### config.mk
export PLATFORM = sky130hd
export DESIGN_NAME = add_shift_mul_ctrl_flat
export DESIGN_NICKNAME = d
export VERILOG_FILES = /design/src/rtl/add_shift_mul_ctrl_if.sv /design/src/rtl/add_shift_mul_ctrl.sv /design/src/flat_wrapper.sv
export SDC_FILE = /design/constraint.sdc
export NUM_CORES = 1
export LEC_CHECK = 0
export CELL_PAD_IN_SITES_DETAIL_PLACEMENT = 1
export CELL_PAD_IN_SITES_GLOBAL_PLACEMENT = 1
export CORE_MARGIN = 2
export CORE_UTILIZATION = 38
export DETAILED_ROUTE_END_ITERATION = 7
export PLACE_DENSITY = 0.77
export SETUP_SLACK_MARGIN = 0.2
export SLEW_MARGIN = 0
export SYNTH_ARGS = -nofsm -noshare
export SYNTH_HDL_FRONTEND = slang
export SYNTH_SLANG_ARGS = --single-unit
### constraint.sdc
create_clock -name clk -period 14.85 [get_ports clk]
set_input_delay 2.97 -clock clk [delete_from_list [all_inputs] [get_ports clk]]
set_output_delay 2.97 -clock clk [all_outputs]
set_load 0.005 [all_outputs]
### src/rtl/add_shift_mul_ctrl_if.sv
// rtl/add_shift_mul_ctrl_if.sv - operand/product handshake bundle for the sequential multiplier
interface add_shift_mul_ctrl_if;
  logic        in_valid;
  logic        in_ready;
  logic [31:0] a;
  logic [31:0] b;
  logic        out_valid;
  logic        out_ready;
  logic [63:0] product;
  logic        busy;

  modport master (
    output in_valid, a, b, out_ready,
    input  in_ready, out_valid, product, busy
  );

  modport slave (
    input  in_valid, a, b, out_ready,
    output in_ready, out_valid, product, busy
  );
endinterface

### src/rtl/add_shift_mul_ctrl.sv
// rtl/add_shift_mul_ctrl.sv - 32x32 unsigned shift-and-add multiplier around one ripple adder
module add_32_bit (
  input  logic [31:0] i_a,
  input  logic [31:0] i_b,
  input  logic        i_cin,
  output logic [31:0] o_sum,
  output logic        o_cout
);
  logic [32:0] w_c;

  assign w_c[0] = i_cin;
  for (genvar g = 0; g < 32; g++) begin : g_fa
    assign o_sum[g]  = i_a[g] ^ i_b[g] ^ w_c[g];
    assign w_c[g+1]  = (i_a[g] & i_b[g]) | (w_c[g] & (i_a[g] ^ i_b[g]));
  end
  assign o_cout = w_c[32];
endmodule

module add_shift_mul_ctrl #(
  parameter int ZERO_BYPASS = 1
) (
  input  logic                   clk,
  input  logic                   rst_n,
  add_shift_mul_ctrl_if.slave    bus
);
  typedef enum logic [1:0] {S_IDLE, S_CALC, S_DONE} state_t;

  state_t      r_state;
  state_t      w_next;
  logic [31:0] r_m;
  logic [31:0] r_acc_hi;
  logic [31:0] r_q;
  logic [5:0]  r_cnt;
  logic [31:0] w_addend;
  logic [31:0] w_sum;
  logic        w_cout;
  logic        w_bypass;
  logic        w_accept;

  assign w_addend = r_q[0] ? r_m : 32'd0;
  assign w_bypass = (ZERO_BYPASS != 0) && ((bus.a == 32'd0) || (bus.b == 32'd0));
  assign w_accept = (r_state == S_IDLE) && bus.in_valid;

  add_32_bit u_add (
    .i_a    (r_acc_hi),
    .i_b    (w_addend),
    .i_cin  (1'b0),
    .o_sum  (w_sum),
    .o_cout (w_cout)
  );

  always_ff @(posedge clk or negedge rst_n) begin
    if (!rst_n) begin
      r_state <= S_IDLE;
    end else begin
      r_state <= w_next;
    end
  end

  always_comb begin
    w_next        = r_state;
    bus.in_ready  = 1'b0;
    bus.out_valid = 1'b0;
    bus.busy      = 1'b0;
    case (r_state)
      S_IDLE: begin
        bus.in_ready = 1'b1;
        if (bus.in_valid) begin
          w_next = w_bypass ? S_DONE : S_CALC;
        end
      end
      S_CALC: begin
        bus.busy = 1'b1;
        if (r_cnt == 6'd31) begin
          w_next = S_DONE;
        end
      end
      S_DONE: begin
        bus.out_valid = 1'b1;
        if (bus.out_ready) begin
          w_next = S_IDLE;
        end
      end
      default: w_next = S_IDLE;
    endcase
  end

  // The adder carry lands in acc_hi[31] as the pair shifts right, keeping the result exact.
  always_ff @(posedge clk or negedge rst_n) begin
    if (!rst_n) begin
      r_m      <= '0;
      r_acc_hi <= '0;
      r_q      <= '0;
      r_cnt    <= '0;
    end else if (w_accept) begin
      r_m      <= bus.a;
      r_acc_hi <= '0;
      r_q      <= w_bypass ? 32'd0 : bus.b;
      r_cnt    <= '0;
    end else if (r_state == S_CALC) begin
      {r_acc_hi, r_q} <= {w_cout, w_sum, r_q[31:1]};
      r_cnt           <= r_cnt + 6'd1;
    end
  end

  assign bus.product = {r_acc_hi, r_q};
endmodule

### src/flat_wrapper.sv
// flat-port wrapper written by rule: the top's interface ports become plain ports
module add_shift_mul_ctrl_flat 
#(
  parameter int ZERO_BYPASS = 1
)
  (clk, rst_n, bus_in_valid, bus_a, bus_b, bus_out_ready, bus_in_ready, bus_out_valid, bus_product, bus_busy);
  add_shift_mul_ctrl_if bus_i ();
  input  logic clk;
  input  logic rst_n;
  input wire logic [$bits(bus_i.in_valid)-1:0] bus_in_valid;
  input wire logic [$bits(bus_i.a)-1:0] bus_a;
  input wire logic [$bits(bus_i.b)-1:0] bus_b;
  input wire logic [$bits(bus_i.out_ready)-1:0] bus_out_ready;
  output wire logic [$bits(bus_i.in_ready)-1:0] bus_in_ready;
  output wire logic [$bits(bus_i.out_valid)-1:0] bus_out_valid;
  output wire logic [$bits(bus_i.product)-1:0] bus_product;
  output wire logic [$bits(bus_i.busy)-1:0] bus_busy;
  assign bus_i.in_valid = bus_in_valid;
  assign bus_i.a = bus_a;
  assign bus_i.b = bus_b;
  assign bus_i.out_ready = bus_out_ready;
  assign bus_in_ready = bus_i.in_ready;
  assign bus_out_valid = bus_i.out_valid;
  assign bus_product = bus_i.product;
  assign bus_busy = bus_i.busy;
  add_shift_mul_ctrl #(.ZERO_BYPASS(ZERO_BYPASS)) u_core (.clk(clk), .rst_n(rst_n), .bus(bus_i));
endmodule
Word level (Yosys, flattened, before mapping)
Index checks and enable logic that the tools add are counted.

Register bits: 104. Input bits: 68.

Add/sub/neg operators: 1. Equal/unequal tests: 6. Muxes and demuxes: 16. Bitwise logic cells: 157. Reduce and logical (&&, ||, !) cells: 7.

Operators by type and width (number): 32-bit two-way mux (6); 32-bit zero test (2); 1-bit AND (63); 1-bit XOR (63); 1-bit bitwise OR (31); 6-bit two-way mux (2); 2-bit two-way mux (4); 6-bit by 1-bit adder with 6-bit output (second input constant) (1); 6-bit by 5-bit == test with 1-bit output (second input constant) (1); 2-bit case mux with 3 select lines (1); 2-bit inequality test (second input constant) (2); 1-bit two-way mux (3); 3-bit AND reduction (1); 2-bit by 1-bit == test with 1-bit output (second input constant) (1); 2-bit == test (second input constant) (1); 2-bit zero test (1); 2-bit by 1-bit inequality test with 1-bit output (second input constant) (1); 2-bit nonzero test (1); 1-bit logical AND (1); 1-bit logical OR (1).

Longest topological paths before layout
Depth in word-level cells: 66. Mapped depth: 37. Mapped depth without buffers: 37.

Cells and area by module
Synthesis repeated with hierarchy kept, for this count alone.

Cells, all modules: 522. Area, all modules: 5346.4 um^2.

Modules (own cells, without submodules): add_shift_mul_ctrl (instances 1, cells an instance 480, area an instance 4668.2 um^2, sequential area each 2602.5 um^2); add_32_bit (instances 1, cells an instance 42, area an instance 678.2 um^2, sequential area each 0.0 um^2).

Worst setup path after synthesis
No wires, ideal clock.

Kind: register to register. From: register u_core.r_q[0]. To: register u_core.r_acc_hi[30]. Setup time: 0.130 ns. Arrival time: 12.587 ns. Data required time: 14.720 ns. Slack: 2.132 ns. Cell stages (with the launch flop): 37. Period minus slack after synthesis: 12.718 ns. Cells stage by stage: dfrtp_1 -> clkbuf_1 -> nand2_1 -> fa_1 -> fa_1 -> fa_1 -> fa_1 -> fa_1 -> fa_1 -> fa_1 -> fa_1 -> fa_1 -> fa_1 -> fa_1 -> fa_1 -> fa_1 -> fa_1 -> fa_1 -> fa_1 -> fa_1 -> fa_1 -> fa_1 -> fa_1 -> fa_1 -> fa_1 -> fa_1 -> fa_1 -> fa_1 -> fa_1 -> fa_1 -> fa_1 -> fa_1 -> inv_1 -> fa_1 -> inv_1 -> fa_1 -> o21ai_0.

Longest elaborated chain between the ends: 65. Elaborated cells between the ends (all ways): 126.

RTL lines: start, declared (line add_shift_mul_ctrl.sv:32) `logic [31:0] r_q;`; start signal, assigned (line add_shift_mul_ctrl.sv:98) `r_q <= w_bypass ? 32'd0 : bus.b;`; start signal, assigned (line add_shift_mul_ctrl.sv:101) `{r_acc_hi, r_q} <= {w_cout, w_sum, r_q[31:1]};`; 32-bit two-way mux * (line add_shift_mul_ctrl.sv:40) `assign w_addend = r_q[0] ? r_m : 32'd0;`; 1-bit AND or 1-bit XOR (tied branches) (line add_shift_mul_ctrl.sv:14) `assign w_c[g+1] = (i_a[g] & i_b[g]) | (w_c[g] & (i_a[g] ^ i_b[g]));`; 1-bit AND (line add_shift_mul_ctrl.sv:14); 1-bit bitwise OR (line add_shift_mul_ctrl.sv:14); 1-bit AND (line add_shift_mul_ctrl.sv:14); 1-bit bitwise OR (line add_shift_mul_ctrl.sv:14); 1-bit AND (line add_shift_mul_ctrl.sv:14); 1-bit bitwise OR (line add_shift_mul_ctrl.sv:14); [49 not listed]; 1-bit bitwise OR (line add_shift_mul_ctrl.sv:14); 1-bit AND (line add_shift_mul_ctrl.sv:14); 1-bit bitwise OR (line add_shift_mul_ctrl.sv:14); 1-bit AND (line add_shift_mul_ctrl.sv:14); 1-bit bitwise OR (line add_shift_mul_ctrl.sv:14); 1-bit XOR * (line add_shift_mul_ctrl.sv:13) `assign o_sum[g] = i_a[g] ^ i_b[g] ^ w_c[g];`; 32-bit two-way mux * (line add_shift_mul_ctrl.sv:100) `end else if (r_state == S_CALC) begin`; 32-bit two-way mux * (line add_shift_mul_ctrl.sv:95) `end else if (w_accept) begin`; end signal, assigned (line add_shift_mul_ctrl.sv:101); end, declared (line add_shift_mul_ctrl.sv:31) `logic [31:0] r_acc_hi;`.

Every way passes the cells marked *; elsewhere a longest branch is shown, timed or not. The select of a mux whose other input is x is not followed. A chain may end at the register's enable or synchronous reset.

Worst setup path after layout
Ends and elaborated chain as after synthesis.

==> flow_summary.yaml <==
status:
  outcome: "finished, final reports clean"
critical_path:
  end_kind: "flop"
  rr_worst_depth: 36
  ff2ff_setup_slack_ns: 1.45
  critPathKind: "flop to flop"
  start_kind: "flop"
  critPathMaxStageDelay_ns: 0.48
  cp_slowest_cell: "fa_1"
  critPathTopFamily: "adder cells"
  crit_top_cell: "fa_1"
  arrival_ns: 13.58
  worstReg2RegStart: "u_core.r_q[0]"
  crit_fanout: 33
  reg2reg_to: "u_core.r_acc_hi[30]"
  critPathBufInv: 3
  worstPathRequired_ns: 15.03
  worstSetupPathDepth: 36
synth:
  synth.distinct_cells: 33
  ys_ff_latch: 104
  synth_cells: 511
  synth.yosys.warnings: 0
  avgSynthCellArea_um2: 10.5
  synth-seq-area-share_pct: 48.6
  synth_area_um2: 5350
  synthesis.nets: 612
drt:
  top_layer: "met4"
  drt-wirelength-per-cell_um: 17.7
  dr.pass1.iters: 4
  route.detailed.drc: 0
  drt_iter0_drc: 166
  vias: 4209
  antenna_left: 0
  routed_wl_um: 14500
  route.met2.wl_um: 7200
  wl_met3_um: 1020
  m1WireLength_um: 6050
  viasPerCell: 5.15
worst_hold_path:
  worstHoldPathType: "flop to flop"
  worstHoldEndpoint: "u_core.r_m[0]"
  hp-start: "u_core.r_m[0]"
  hold_depth: 2
die:
  dieHeight_um: 123
  ios: 135
  initial_core_util_pct: 38.7
  num_rows: 43
  core_area_um2: 13800
  die_x_um: 123
  die-area_um2: 15100
clock_tree:
  postCtsSetupBuffers: 0
  cts_max_level: 3
  cts_buffers: 9
  clockBufferDepth: 2
  cts_resized: 0
  cts_tree: "built"
  cts_root_buf: "clkbuf_16"
  insertion_delay_ns: 0.35
  clkSlewWorstSetupHoldPaths_ns: 0.07
  clock_sinks: 104
  ctsHoldBuffers: 0
cells_and_area:
  area_growth_pct: 32.7
  drive_above_1_share_pct: 6.44
  num_antenna_cells: 0
  nets: 733
  final_cell_area_um2: 7100
job:
  maxCapViolations: 0
timing:
  slew_viol_final: 0
  timing.slew.headroom_pct: 26.2
  rsz0062_at_grt: "false"
  hold_violations: 0
  setup_viol: 0
  fin_crit_sh_pct: 90.2
  fmax_ghz: 0.0746
  tightest_slew_ns: 1.11
  setup_tns_ns: 0
  fin_skew_ns: 0.00734
  finalCriticalPeriod_ns: 13.40
global_route:
  grt_max_degree: 99
  antenna_found_initial: 0
  grt_usage_pct: 20.7
  overflow: 0
  grt_pass1_vias: 4695
  grt_pass1_wl_um: 23900
placement:
  gp_congestion: 0.772
  dp_hpwl_um: 10500
  placed_area_um2: 6830
  port_buffers: 134
pwr:
  ir_drop_mv: 0.0691
  p_leak_nw: 2.89
  p_per_area_nw_per_um2: 186
-- stage by stage --
| stage | setup WS [ns] | util (%) | cells | total power [mW] | hold WS (ns) |
|---|---|---|---|---|---|
| detailed placement | 1.46 | 49.4 | 801 | 1.11 | 0.463 |
| CTS | 1.40 | 51.4 | 817 | 1.34 | 0.481 |
| global route | 0.995 | 51.4 | 817 | 1.44 | 0.495 |
| finish | 1.45 | 51.4 | 817 | 1.32 | 0.474 |
| global placement | 1.73 | 49.4 | 801 | 1.07 | 0.449 |
| floorplan | 2.13 | - | 511 | 0.800 | 0.438 |
-- per-layer routing --
| metal | GRT usage, % | vias up |
|---|---|---|
| met3 | 6.18 | 15 |
| met1 | 25.4 | 2111 |
| li1 | - | 1970 |
| met5 | 0 | - |
| met4 | 6.39 | 0 |
| met2 | 34.9 | 113 |
-- worst reg2reg max path: cells and delay by family (launching register included) --
kind / cells / cell delay (ns)
DFF: 1 / 0.34
AOI/OAI and AO/OA: 1 / 0.09
buffers and inverters: 3 / 0.47
and+or+nand+nor: 1 / 0.13
adders and majority gates: 31 / 12.20
-- how the worst max path moves through the flow --
stage,slack (ns),start,to
after floorplan,2.13,u_core.r_q[0],u_core.r_acc_hi[30]
after global placement,1.73,u_core.r_q[0],u_core.r_acc_hi[30]
after detailed placement,1.46,u_core.r_q[0],u_core.r_acc_hi[30]
after CTS,1.40,u_core.r_q[0],u_core.r_acc_hi[30]
after global routing,0.99,u_core.r_q[0],u_core.r_acc_hi[30]
final,1.45,u_core.r_q[0],u_core.r_acc_hi[30]
-- layout make-up --
cell class	instances	area, um^2
clock buffer	11	243
fill	1509	6720
timing repair buffer	141	1390
tap	180	225
inverter	35	131
sequential	104	2600
multi-input combinational	341	2480
clock inverter	5	32.5
-- sequential cells by signal, summed over array words and instances, names as in the netlist --
| signal | flops |
|---|---|
| u_core.r_cnt | 6 |
| u_core.r_m | 32 |
| u_core.r_acc_hi | 32 |
| u_core.r_state | 2 |
| u_core.r_q | 32 |
-- report_power, final --
part	total, mW	internal (mW)	switching [mW]
sequential	0.518	0.417	0.100
combinational	0.577	0.308	0.270
clock	0.225	0.118	0.107
total	1.32	0.843	0.477
-- synthesized netlist by cell type --
library cell,count,area share (%)
nand2_1,134,9.4
dfrtp_1,104,49
o21ai_0,38,3.6
inv_1,34,2.4
nand3_1,34,3.2
mux2i_1,32,6.0
fa_1,31,12
o2bb2ai_1,21,3.4
nor4_1,16,1.9
clkbuf_1,14,0.98
buf_2,12,1.1
o2bb2ai_2,11,3.1
buf_6,3,0.63
a22oi_1,2,0.28
and2_1,2,0.23
and4_1,2,0.33
and4_4,2,0.42
ha_1,2,0.47
nor2_1,2,0.14
o31ai_1,2,0.28
a221oi_4,1,0.49
a31oi_1,1,0.12
buf_1,1,0.070
buf_4,1,0.14
inv_2,1,0.070
nand2b_1,1,0.12
nand4_1,1,0.12
nor2b_1,1,0.12
nor3_1,1,0.093
nor3b_2,1,0.23
o211ai_1,1,0.14
o21bai_1,1,0.14
xor2_1,1,0.16
-- kinds of logic after synthesis --
group                      count (synthesis)  synth area share, %
AOI/OAI and AO/OA                         78                 11.5
and+or+nand+nor                          197                 16.2
DFF                                      104                 48.6
xor gates and xnor gates                   1                0.164
muxes                                     32                 5.98
buffers and inverters                     66                 5.40
adders and majority gates                 33                 12.1
-- cells in the final DEF (no fill, tap or decap), types with 11 or more instances in the layout --
cell type / instances
nor4_1: 16
nand3_1: 34
mux2i_1: 32
o2bb2ai_2: 11
o2bb2ai_1: 21
fa_1: 31
nand2_1: 133
dfrtp_1: 104
o21ai_0: 38
clkdlybuf4s50_1: 133
inv_1: 34
Power figures use the tool's default switching activity.
